[config.mk]
export PLATFORM = sky130hd
export DESIGN_NAME = rf_bank_port_ctrl_flat
export DESIGN_NICKNAME = d
export VERILOG_FILES = /design/src/rtl/rf_bank_port_ctrl_if.sv /design/src/rtl/rf_bank_port_ctrl.sv /design/src/flat_wrapper.sv
export SDC_FILE = /design/constraint.sdc
export NUM_CORES = 1
export LEC_CHECK = 0
export CORE_ASPECT_RATIO = 2
export CORE_MARGIN = 10
export CORE_UTILIZATION = 35
export DETAILED_ROUTE_END_ITERATION = 8
export GPL_TIMING_DRIVEN = 0
export SLEW_MARGIN = 20
export SYNTH_ARGS = -nofsm -noshare
export SYNTH_HDL_FRONTEND = slang
export SYNTH_SLANG_ARGS = --single-unit
[constraint.sdc]
create_clock -name clk -period 2.5 [get_ports clk]
set_input_delay 0.25 -clock clk [delete_from_list [all_inputs] [get_ports clk]]
set_output_delay 0.25 -clock clk [all_outputs]
set_load 0.005 [all_outputs]
[src/rtl/rf_bank_port_ctrl_if.sv]
// Bus bundle between a register-file bank port controller and its
// environment: write request stream, read request stream (with tag),
// response stream, and the single bank port (we/addr/din/dout).
//
// slave  : the controller's view (accepts requests, drives the bank port).
// master : the environment's view (issues requests, models the bank).
interface rf_bank_port_ctrl_if #(
  parameter int ADDR_WIDTH = 3,
  parameter int DATA_WIDTH = 32,
  parameter int TAG_WIDTH  = 4
);
  logic                  wr_valid;
  logic                  wr_ready;
  logic [ADDR_WIDTH-1:0] wr_addr;
  logic [DATA_WIDTH-1:0] wr_data;

  logic                  rd_valid;
  logic                  rd_ready;
  logic [ADDR_WIDTH-1:0] rd_addr;
  logic [TAG_WIDTH-1:0]  rd_tag;

  logic                  rsp_valid;
  logic                  rsp_ready;
  logic [DATA_WIDTH-1:0] rsp_data;
  logic [TAG_WIDTH-1:0]  rsp_tag;

  logic                  bram_we;
  logic [ADDR_WIDTH-1:0] bram_addr;
  logic [DATA_WIDTH-1:0] bram_din;
  logic [DATA_WIDTH-1:0] bram_dout;

  modport slave (
    input  wr_valid, wr_addr, wr_data,
    input  rd_valid, rd_addr, rd_tag,
    input  rsp_ready, bram_dout,
    output wr_ready, rd_ready,
    output rsp_valid, rsp_data, rsp_tag,
    output bram_we, bram_addr, bram_din
  );

  modport master (
    output wr_valid, wr_addr, wr_data,
    output rd_valid, rd_addr, rd_tag,
    output rsp_ready, bram_dout,
    input  wr_ready, rd_ready,
    input  rsp_valid, rsp_data, rsp_tag,
    input  bram_we, bram_addr, bram_din
  );
endinterface

[src/rtl/rf_bank_port_ctrl.sv]
// Client-side controller for one single-port, output-registered,
// write-first register-file bank.
//
// Ports:
//   clk    - rising-edge clock
//   rst_n  - asynchronous active-low reset
//   bus    - rf_bank_port_ctrl_if.slave:
//            wr_* write request stream, rd_* read request stream with tag,
//            rsp_* response stream (first-word-fall-through FIFO head),
//            bram_* single bank port; bram_dout valid one cycle after addr.
//
// One request is granted per cycle. Contention alternates starting with
// write after reset. Reads only win a grant when a response slot is
// guaranteed (queued + in-flight < RSP_DEPTH), so the FIFO cannot overflow.
module rf_bank_port_ctrl #(
  parameter int ADDR_WIDTH = 3,
  parameter int DATA_WIDTH = 32,
  parameter int TAG_WIDTH  = 4,
  parameter int RSP_DEPTH  = 4
) (
  input logic                clk,
  input logic                rst_n,
  rf_bank_port_ctrl_if.slave bus
);

  localparam int PTR_W = (RSP_DEPTH > 1) ? $clog2(RSP_DEPTH) : 1;
  localparam int CNT_W = $clog2(RSP_DEPTH + 1);
  localparam int ENT_W = DATA_WIDTH + TAG_WIDTH;

  logic [ENT_W-1:0]      mem_q [RSP_DEPTH];
  logic [PTR_W-1:0]      wr_ptr_q, wr_ptr_d;
  logic [PTR_W-1:0]      rd_ptr_q, rd_ptr_d;
  logic [CNT_W-1:0]      count_q, count_d;
  logic                  inflight_q, inflight_d;
  logic [TAG_WIDTH-1:0]  tag_q, tag_d;
  logic                  last_wr_q, last_wr_d;
  logic [ADDR_WIDTH-1:0] addr_q, addr_d;

  logic                  write_elig, read_elig;
  logic                  grant_wr, grant_rd;
  logic                  push, pop, rsp_valid;
  logic [ENT_W-1:0]      head;

  function automatic logic [PTR_W-1:0] ptr_inc(input logic [PTR_W-1:0] p);
    logic [PTR_W-1:0] n;
    if (int'(p) == RSP_DEPTH - 1) n = '0;
    else                          n = p + 1'b1;
    return n;
  endfunction

  always_comb begin
    write_elig = bus.wr_valid;
    // No credit for a pop happening this same cycle.
    read_elig  = bus.rd_valid && ((int'(count_q) + int'(inflight_q)) < RSP_DEPTH);
    // Gating with rst_n keeps readies and the bank port quiet while reset is low.
    grant_wr   = rst_n && write_elig && (!read_elig || !last_wr_q);
    grant_rd   = rst_n && read_elig  && (!write_elig || last_wr_q);

    rsp_valid  = (count_q != '0);
    push       = inflight_q;
    pop        = rsp_valid && bus.rsp_ready;

    if (grant_wr)      addr_d = bus.wr_addr;
    else if (grant_rd) addr_d = bus.rd_addr;
    else               addr_d = addr_q;

    if (grant_wr)      last_wr_d = 1'b1;
    else if (grant_rd) last_wr_d = 1'b0;
    else               last_wr_d = last_wr_q;

    // A read accepted this cycle keeps the stage occupied while the
    // previous one (if any) drains into the FIFO.
    inflight_d = grant_rd;
    tag_d      = grant_rd ? bus.rd_tag : tag_q;

    wr_ptr_d   = push ? ptr_inc(wr_ptr_q) : wr_ptr_q;
    rd_ptr_d   = pop  ? ptr_inc(rd_ptr_q) : rd_ptr_q;
    count_d    = count_q;
    if (push && !pop)      count_d = count_q + 1'b1;
    else if (!push && pop) count_d = count_q - 1'b1;
  end

  always_ff @(posedge clk or negedge rst_n) begin
    if (!rst_n) begin
      wr_ptr_q   <= '0;
      rd_ptr_q   <= '0;
      count_q    <= '0;
      inflight_q <= 1'b0;
      tag_q      <= '0;
      last_wr_q  <= 1'b0;
      addr_q     <= '0;
    end else begin
      wr_ptr_q   <= wr_ptr_d;
      rd_ptr_q   <= rd_ptr_d;
      count_q    <= count_d;
      inflight_q <= inflight_d;
      tag_q      <= tag_d;
      last_wr_q  <= last_wr_d;
      addr_q     <= addr_d;
    end
  end

  // Storage needs no reset: occupancy is tracked by count/pointers.
  always_ff @(posedge clk) begin
    if (push) mem_q[wr_ptr_q] <= {bus.bram_dout, tag_q};
  end

  assign head          = mem_q[rd_ptr_q];

  assign bus.wr_ready  = grant_wr;
  assign bus.rd_ready  = grant_rd;
  assign bus.bram_we   = grant_wr;
  assign bus.bram_addr = addr_d;
  assign bus.bram_din  = grant_wr ? bus.wr_data : '0;
  assign bus.rsp_valid = rsp_valid;
  // Zero when empty so the response bus is clean out of reset.
  assign bus.rsp_data  = rsp_valid ? head[ENT_W-1:TAG_WIDTH] : '0;
  assign bus.rsp_tag   = rsp_valid ? head[TAG_WIDTH-1:0]     : '0;

endmodule

[src/flat_wrapper.sv]
// flat-port wrapper written by rule: the top's interface ports become plain ports
module rf_bank_port_ctrl_flat 
#(
  parameter int ADDR_WIDTH = 3,
  parameter int DATA_WIDTH = 32,
  parameter int TAG_WIDTH  = 4,
  parameter int RSP_DEPTH  = 4
)
  (clk, rst_n, bus_wr_valid, bus_wr_addr, bus_wr_data, bus_rd_valid, bus_rd_addr, bus_rd_tag, bus_rsp_ready, bus_bram_dout, bus_wr_ready, bus_rd_ready, bus_rsp_valid, bus_rsp_data, bus_rsp_tag, bus_bram_we, bus_bram_addr, bus_bram_din);
  rf_bank_port_ctrl_if #(.ADDR_WIDTH(ADDR_WIDTH), .DATA_WIDTH(DATA_WIDTH), .TAG_WIDTH(TAG_WIDTH)) bus_i ();
  input logic clk;
  input logic rst_n;
  input wire logic [$bits(bus_i.wr_valid)-1:0] bus_wr_valid;
  input wire logic [$bits(bus_i.wr_addr)-1:0] bus_wr_addr;
  input wire logic [$bits(bus_i.wr_data)-1:0] bus_wr_data;
  input wire logic [$bits(bus_i.rd_valid)-1:0] bus_rd_valid;
  input wire logic [$bits(bus_i.rd_addr)-1:0] bus_rd_addr;
  input wire logic [$bits(bus_i.rd_tag)-1:0] bus_rd_tag;
  input wire logic [$bits(bus_i.rsp_ready)-1:0] bus_rsp_ready;
  input wire logic [$bits(bus_i.bram_dout)-1:0] bus_bram_dout;
  output wire logic [$bits(bus_i.wr_ready)-1:0] bus_wr_ready;
  output wire logic [$bits(bus_i.rd_ready)-1:0] bus_rd_ready;
  output wire logic [$bits(bus_i.rsp_valid)-1:0] bus_rsp_valid;
  output wire logic [$bits(bus_i.rsp_data)-1:0] bus_rsp_data;
  output wire logic [$bits(bus_i.rsp_tag)-1:0] bus_rsp_tag;
  output wire logic [$bits(bus_i.bram_we)-1:0] bus_bram_we;
  output wire logic [$bits(bus_i.bram_addr)-1:0] bus_bram_addr;
  output wire logic [$bits(bus_i.bram_din)-1:0] bus_bram_din;
  assign bus_i.wr_valid = bus_wr_valid;
  assign bus_i.wr_addr = bus_wr_addr;
  assign bus_i.wr_data = bus_wr_data;
  assign bus_i.rd_valid = bus_rd_valid;
  assign bus_i.rd_addr = bus_rd_addr;
  assign bus_i.rd_tag = bus_rd_tag;
  assign bus_i.rsp_ready = bus_rsp_ready;
  assign bus_i.bram_dout = bus_bram_dout;
  assign bus_wr_ready = bus_i.wr_ready;
  assign bus_rd_ready = bus_i.rd_ready;
  assign bus_rsp_valid = bus_i.rsp_valid;
  assign bus_rsp_data = bus_i.rsp_data;
  assign bus_rsp_tag = bus_i.rsp_tag;
  assign bus_bram_we = bus_i.bram_we;
  assign bus_bram_addr = bus_i.bram_addr;
  assign bus_bram_din = bus_i.bram_din;
  rf_bank_port_ctrl #(.ADDR_WIDTH(ADDR_WIDTH), .DATA_WIDTH(DATA_WIDTH), .TAG_WIDTH(TAG_WIDTH), .RSP_DEPTH(RSP_DEPTH)) u_core (.clk(clk), .rst_n(rst_n), .bus(bus_i));
endmodule
* After elaboration in Yosys (flattened, before gate mapping)
Memories as Yosys holds them, arrays and structs flattened.
Index checks and enable logic that the tools add are counted.
Widths: inputs -> output; s select.
** Word-level totals
- Flip-flop bits (word level) :: 16
- Memory bits (writable) :: 144
- Input bits :: 79
- Output and inout port bits :: 75
- Logic and storage cells :: 47
- Memories kept :: 1
** Operators by class
- Add/sub/neg operators :: 5
- Order comparisons :: 1
- Equality and inequality tests :: 2
- Mux-type cells :: 13
- Reductions and logical operators :: 18
** Memory list
- u_core.mem_q :: depth 4, width 36, rd ports 1, clocked after Yosys merged registers in 0, wr ports 1, line rf_bank_port_ctrl.sv:30 : logic [ENT_W-1:0] mem_q [RSP_DEPTH];
** Operator list (count)
- $mux 32 :: 2
- $lt 32x4->1 const B :: 1
- $mux 3 :: 4
- $logic_and 1x1->1 :: 8
- $logic_not 1->1 :: 5
- $add 2x1->2 const B :: 2
- $add 3x1->4 :: 1
- $eq 2x1->1 const B :: 2
- $mux 1 :: 4
- $mux 2 :: 2
- $mux 4 :: 1
- $reduce_bool 2->1 :: 2
- $add 3x1->3 const B :: 1
- $reduce_bool 3->1 :: 1
- $sub 3x1->3 const B :: 1
- $logic_or 1x1->1 :: 2

* Logic depth before layout (Yosys ltp)
- Depth after elaboration :: 7
- Mapped depth :: 9
- Mapped depth without buffers :: 8

* Worst setup path after synthesis
No wires, ideal clock.
- Path kind :: flip-flop to flip-flop
- Start point :: register u_core.count_q[1]
- End point :: register u_core.count_q[2]
- Library setup time :: 0.079 ns
- Arrival :: 2.008 ns
- Required time :: 2.421 ns
- Path slack :: 0.413 ns
- Stages on the path, launching flop included :: 10
- Path buffers :: 1
- Period minus slack after synthesis :: 2.087 ns
- Path through :: dfrtp_1 -> or3_1 -> buf_2 -> nand2_2 -> ha_1 -> inv_1 -> fa_1 -> xor2_1 -> nor2_1 -> xor2_1
** Between the ends
- Longest elaborated chain between the ends :: 5
- Elaborated cells between the ends (all ways) :: 10
- Classes of those cells :: 2 x add/sub; 2 x mux; 6 x reduce/logical
** RTL lines
- start: declaration :: line rf_bank_port_ctrl.sv:33 : logic [CNT_W-1:0] count_q, count_d;
- start signal: assignment :: line rf_bank_port_ctrl.sv:95 : count_q <= count_d;
- parallel branches: the longest is 5 deep, another holds $sub 3x1->3
Parallel ways; which one is timed is not known. The select of a mux whose other input is x is not followed.
A chain may end at the register's enable or synchronous reset.

* Worst setup path after layout
- Start point :: register u_core.count_q[2]
- End point :: output bus_bram_din[20]
** Between the ends
- Longest elaborated chain between the ends :: 7
** RTL lines
- $add 3x1->4 :: line rf_bank_port_ctrl.sv:54 : read_elig = bus.rd_valid && ((int'(count_q) + int'(inflight_q)) < RSP_DEPTH);
- $lt 32x4->1 :: line rf_bank_port_ctrl.sv:54
- $logic_and 1x1->1 :: line rf_bank_port_ctrl.sv:54
- $logic_not 1->1 :: line rf_bank_port_ctrl.sv:56 : grant_wr = rst_n && write_elig && (!read_elig || !last_wr_q);
- $logic_or 1x1->1 :: line rf_bank_port_ctrl.sv:56
- $logic_and 1x1->1 :: line rf_bank_port_ctrl.sv:56
- $mux 32 :: line rf_bank_port_ctrl.sv:114 : assign bus.bram_din = grant_wr ? bus.wr_data : '0;
- end: declaration :: line flat_wrapper.sv:28 : output wire logic [$bits(bus_i.bram_din)-1:0] bus_bram_din;
Every way passes these cells.

==> metrics.md <==
| Metric | Value |
|---|---|
| Design area | 9250 um^2 |
| Critical path depth | 6 |
| Core Region | 18700 um^2 |
| Count of cell types in the netlist | 36 |
| Max cap viols | 0 |
| RSZ-0062 raised after global routing | true |
| CTS tree | yes |
| Worst Skew | 0.00762 ns |
| Post-DP HPWL | 10.8 mm |
| GRT overflow | 0 |
| Seq/Total Area, Yosys | 71.6% |
| WP data arrival | about 2.2 ns |
| Row cnt | 71 |
| First-pass GRT wire length | 23.1 mm |
| CP Cell Sequence | and3b_1 -> a21o_1 -> inv_2 -> buf_4 -> and2_1 -> clkdlybuf4s50_1 |
| DR DRC count | 0 |
| Number of flops mapped to enable cells by yosys | 144 |
| Max Fanout on Critical Path | 10 |
| Number of global-route vias before repair | between 4000 and 5000 |
| Status | completed |
| 1st-iter DRT viols | 158 |
| Critical path class | flop to primary output |
| FF-to-FF path depth | 9 |
| Worst setup EP type | primary output |
| Wire per inst | 19.6 um |
| Layout cell share with drive strength beyond 1 | between 20% and 30% |
| Post-DP Area | 8500 um^2 |
| Starting density of the core | 35.4% |
| Synth Register Bits | 160 |
| Clk pin slew, worst setup/hold paths | 0.06 ns |
| Port Buf Inserts | 153 |
| Cells after Synth | 339 |
| Avg Cell Area, Syn | 19.5 um^2 |
| Crit start category | flop |
| R2R setup slack | 0.29 ns |
| CTS HTree Levels | 4 |
| Seq. cell area | between 4000 and 5000 um^2 |
| Top Ports | roughly 150 |
| Multi-input gate area | 1740 um^2 |
| Worst-skew pair later-pin latency | 0.41 ns |
| Via Count | between 3000 and 4000 |
| Filler cell count | 1590 |
| Most frequent cell after synthesis | edfxtp_1 |
| Fin. Hold Viols | 0 |
| Vias per cell | slightly below 5 |
| CTS max path bufs | 2 |
| Critical path required time | 2.25 ns |
| Ranking of synthesized cells by area | edfxtp_1 66%, mux4_2 9.6%, and2_1 6.8% |
| Initial DRT Pass Iterations | 6 |
| Post-synth ARST share | ~10% |
| Post-Syn Nets | roughly 430 |
| Crit path to | bus_bram_din[20] |
| FMAX | about 410 MHz |
| Layout overhead on the synthesized area | 40.1% |
| Largest net degree at the start of global routing | 22 |
| Power Dens Cells | roughly 970 nW/um^2 |
| VDD IR max | 533 uV |
| Post-synth top cells | 144 x edfxtp_1, 72 x and2_1, 28 x mux4_2, 16 x dfrtp_1 |
| Top-area cell type share of the netlist area | 65.5% |
| NumNets Final | 616 |
| Warnings, synthesis | 0 |
| CP bufs+invs | 3 |
| Clock root buffer | clkbuf_16 |
| Slew HR | 50.7% |
| Prevailing post-synth register cell | edfxtp_1 |
| Placer Congestion | 0.760 |
| Total GRT Usage | about 12% |
| Fin crit period | ~2.4 ns |
| Die H | 214 um |
| Leak pwr | approximately 3.3 nW |
| Synth area leader | edfxtp_1 |
| Die area | 25100 um^2 |
| CP startpoint | u_core.count_q[2]$_DFFE_PN0P_ |
| CP peak stage delay | 0.51 ns |
| Hold Path Class | input port to flop |
| Initial antenna violation count | 1 |
| Reg-to-reg endpoint | u_core.count_q[2]$_DFFE_PN0P_ |
| CP top delay family | buffers and inverters |
| CTS buffer count | 17 |
| R2r startpoint | u_core.count_q[2]$_DFFE_PN0P_ |
| Final setup vio count | 0 |
| Max Slew Vio Count | 0 |
| Remaining antenna violation count | 0 |
| Utilization after layout | 49.6% |
| Tcrit/Tclk final | a little under 100% |
| Die X | 117 um |
| Setup TNS | 0 ns |
| Routed WL | 15.0 mm |
| Mapped Area | roughly 6600 um^2 |
| CP max-delay cell | clkdlybuf4s50_1 |
| Least-Margin Pin Slew | 0.736 ns |
| CTS Sinks | 160 |
==> per-layer routing <==
metal  GRT usage, %  wire length (um)  up-vias
met1           11.6              5170     1844
met3           5.24              1190       13
met5              0                 0        -
met2           22.4              8380      128
li1               -                 -     1706
met4           5.22               233        0
==> worst min-delay path by stage <==
stage / from / end / cells after the start
floorplan: rst_n / u_core.addr_q[0]$_DFF_PN0_ / 0
global route: rst_n / u_core.last_wr_q$_DFFE_PN0P_ / 3
CTS: rst_n / u_core.last_wr_q$_DFFE_PN0P_ / 3
detailed placement: u_core.tag_q[2]$_DFFE_PN0P_ / u_core.mem_q[3][2]$_DFFE_PP_ / 0
finish: rst_n / u_core.last_wr_q$_DFFE_PN0P_ / 3
global placement: u_core.tag_q[1]$_DFFE_PN0P_ / u_core.mem_q[2][1]$_DFFE_PP_ / 0
==> cell usage in the layout (no fill, tap or decap), types with 3 or more instances in the layout <==
master,instances
dlygate4sd2_1,23
buf_4,20
o21ai_0,4
clkinv_2,3
dfrtp_1,12
buf_6,3
o31ai_1,3
mux4_2,29
mux4_1,7
and2_2,4
buf_12,7
nand2_1,3
a31oi_1,3
clkbuf_1,3
nor2_1,3
clkbuf_16,17
dfrtp_2,4
clkdlybuf4s50_1,120
ha_1,6
and2_1,68
edfxtp_1,144
nand4_1,3
inv_1,3
clkinvlp_4,6
clkbuf_8,6
a211oi_1,3
dlymetal6s2s_1,8
mux2_4,4
==> worst reg2reg max path: stages (launching register included) <==
cell	delay [ns]
dfrtp_2	0.45
or3_4	0.39
buf_6	0.16
nand2_2	0.10
ha_1	0.19
inv_1	0.07
fa_1	0.38
xor2_1	0.15
nor2_1	0.11
xor2_1	0.15
==> through the flow <==
step,worst slack (ns),std cells,power [mW],hold slack [ns]
2_1_floorplan,0.413,339,5.09,-0.0456
3_3_place_gp,-0.562,711,6.62,0.501
3_5_place_dp,-0.653,715,6.70,0.510
4_1_cts,-0.0129,757,9.08,0.326
5_1_grt,-0.0233,763,9.45,0.383
6_report,0.0824,763,8.94,0.343
==> repair_timing <==
action,4_1_cts,5_1_grt
hold endpoints to repair,16,0
gates resized for setup,47,16
setup buffers,9,5
hold buffers,1,0
endpoints found under the setup margin,69,41
pin swaps,1,1
==> layout make-up <==
type	count	area share, %
diodes	1	0.0271
plain buffers	17	2.08
clock buffers	23	5.28
clock inverters	9	0.650
inverters	4	0.162
multi-input cells	158	18.9
flip-flops and latches	160	51.2
well taps	219	2.96
repair buffers	172	18.8
==> power breakdown <==
group / total [mW] / switching [mW] / leakage [nW] / internal (mW)
Sequential: 3.41 / 0.160 / 1.49 / 3.25
Clock: 2.34 / 0.969 / 0.253 / 1.37
Combinational: 3.19 / 1.24 / 1.58 / 1.95
==> registers in the layout, indices dropped and copies added, names as in the netlist <==
| name | flops |
|---|---|
| u_core.mem_q | 144 |
| u_core.tag_q | 4 |
| u_core.addr_q | 3 |
| u_core.count_q | 3 |
| u_core.rd_ptr_q | 2 |
| u_core.wr_ptr_q | 2 |
| u_core.inflight_q | 1 |
| u_core.last_wr_q | 1 |
==> cell families after synthesis <==
kind of cell / share of synthesized area, %
muxes: 14.2
xor gates and xnor gates: 0.398
AOI/OAI and AO/OA: 1.38
buffers and inverters: 2.18
adders and majority gates: 1.44
DFF: 71.6
and+or+nand+nor: 8.84
No activity file was read; power rests on OpenSTA's default activity.
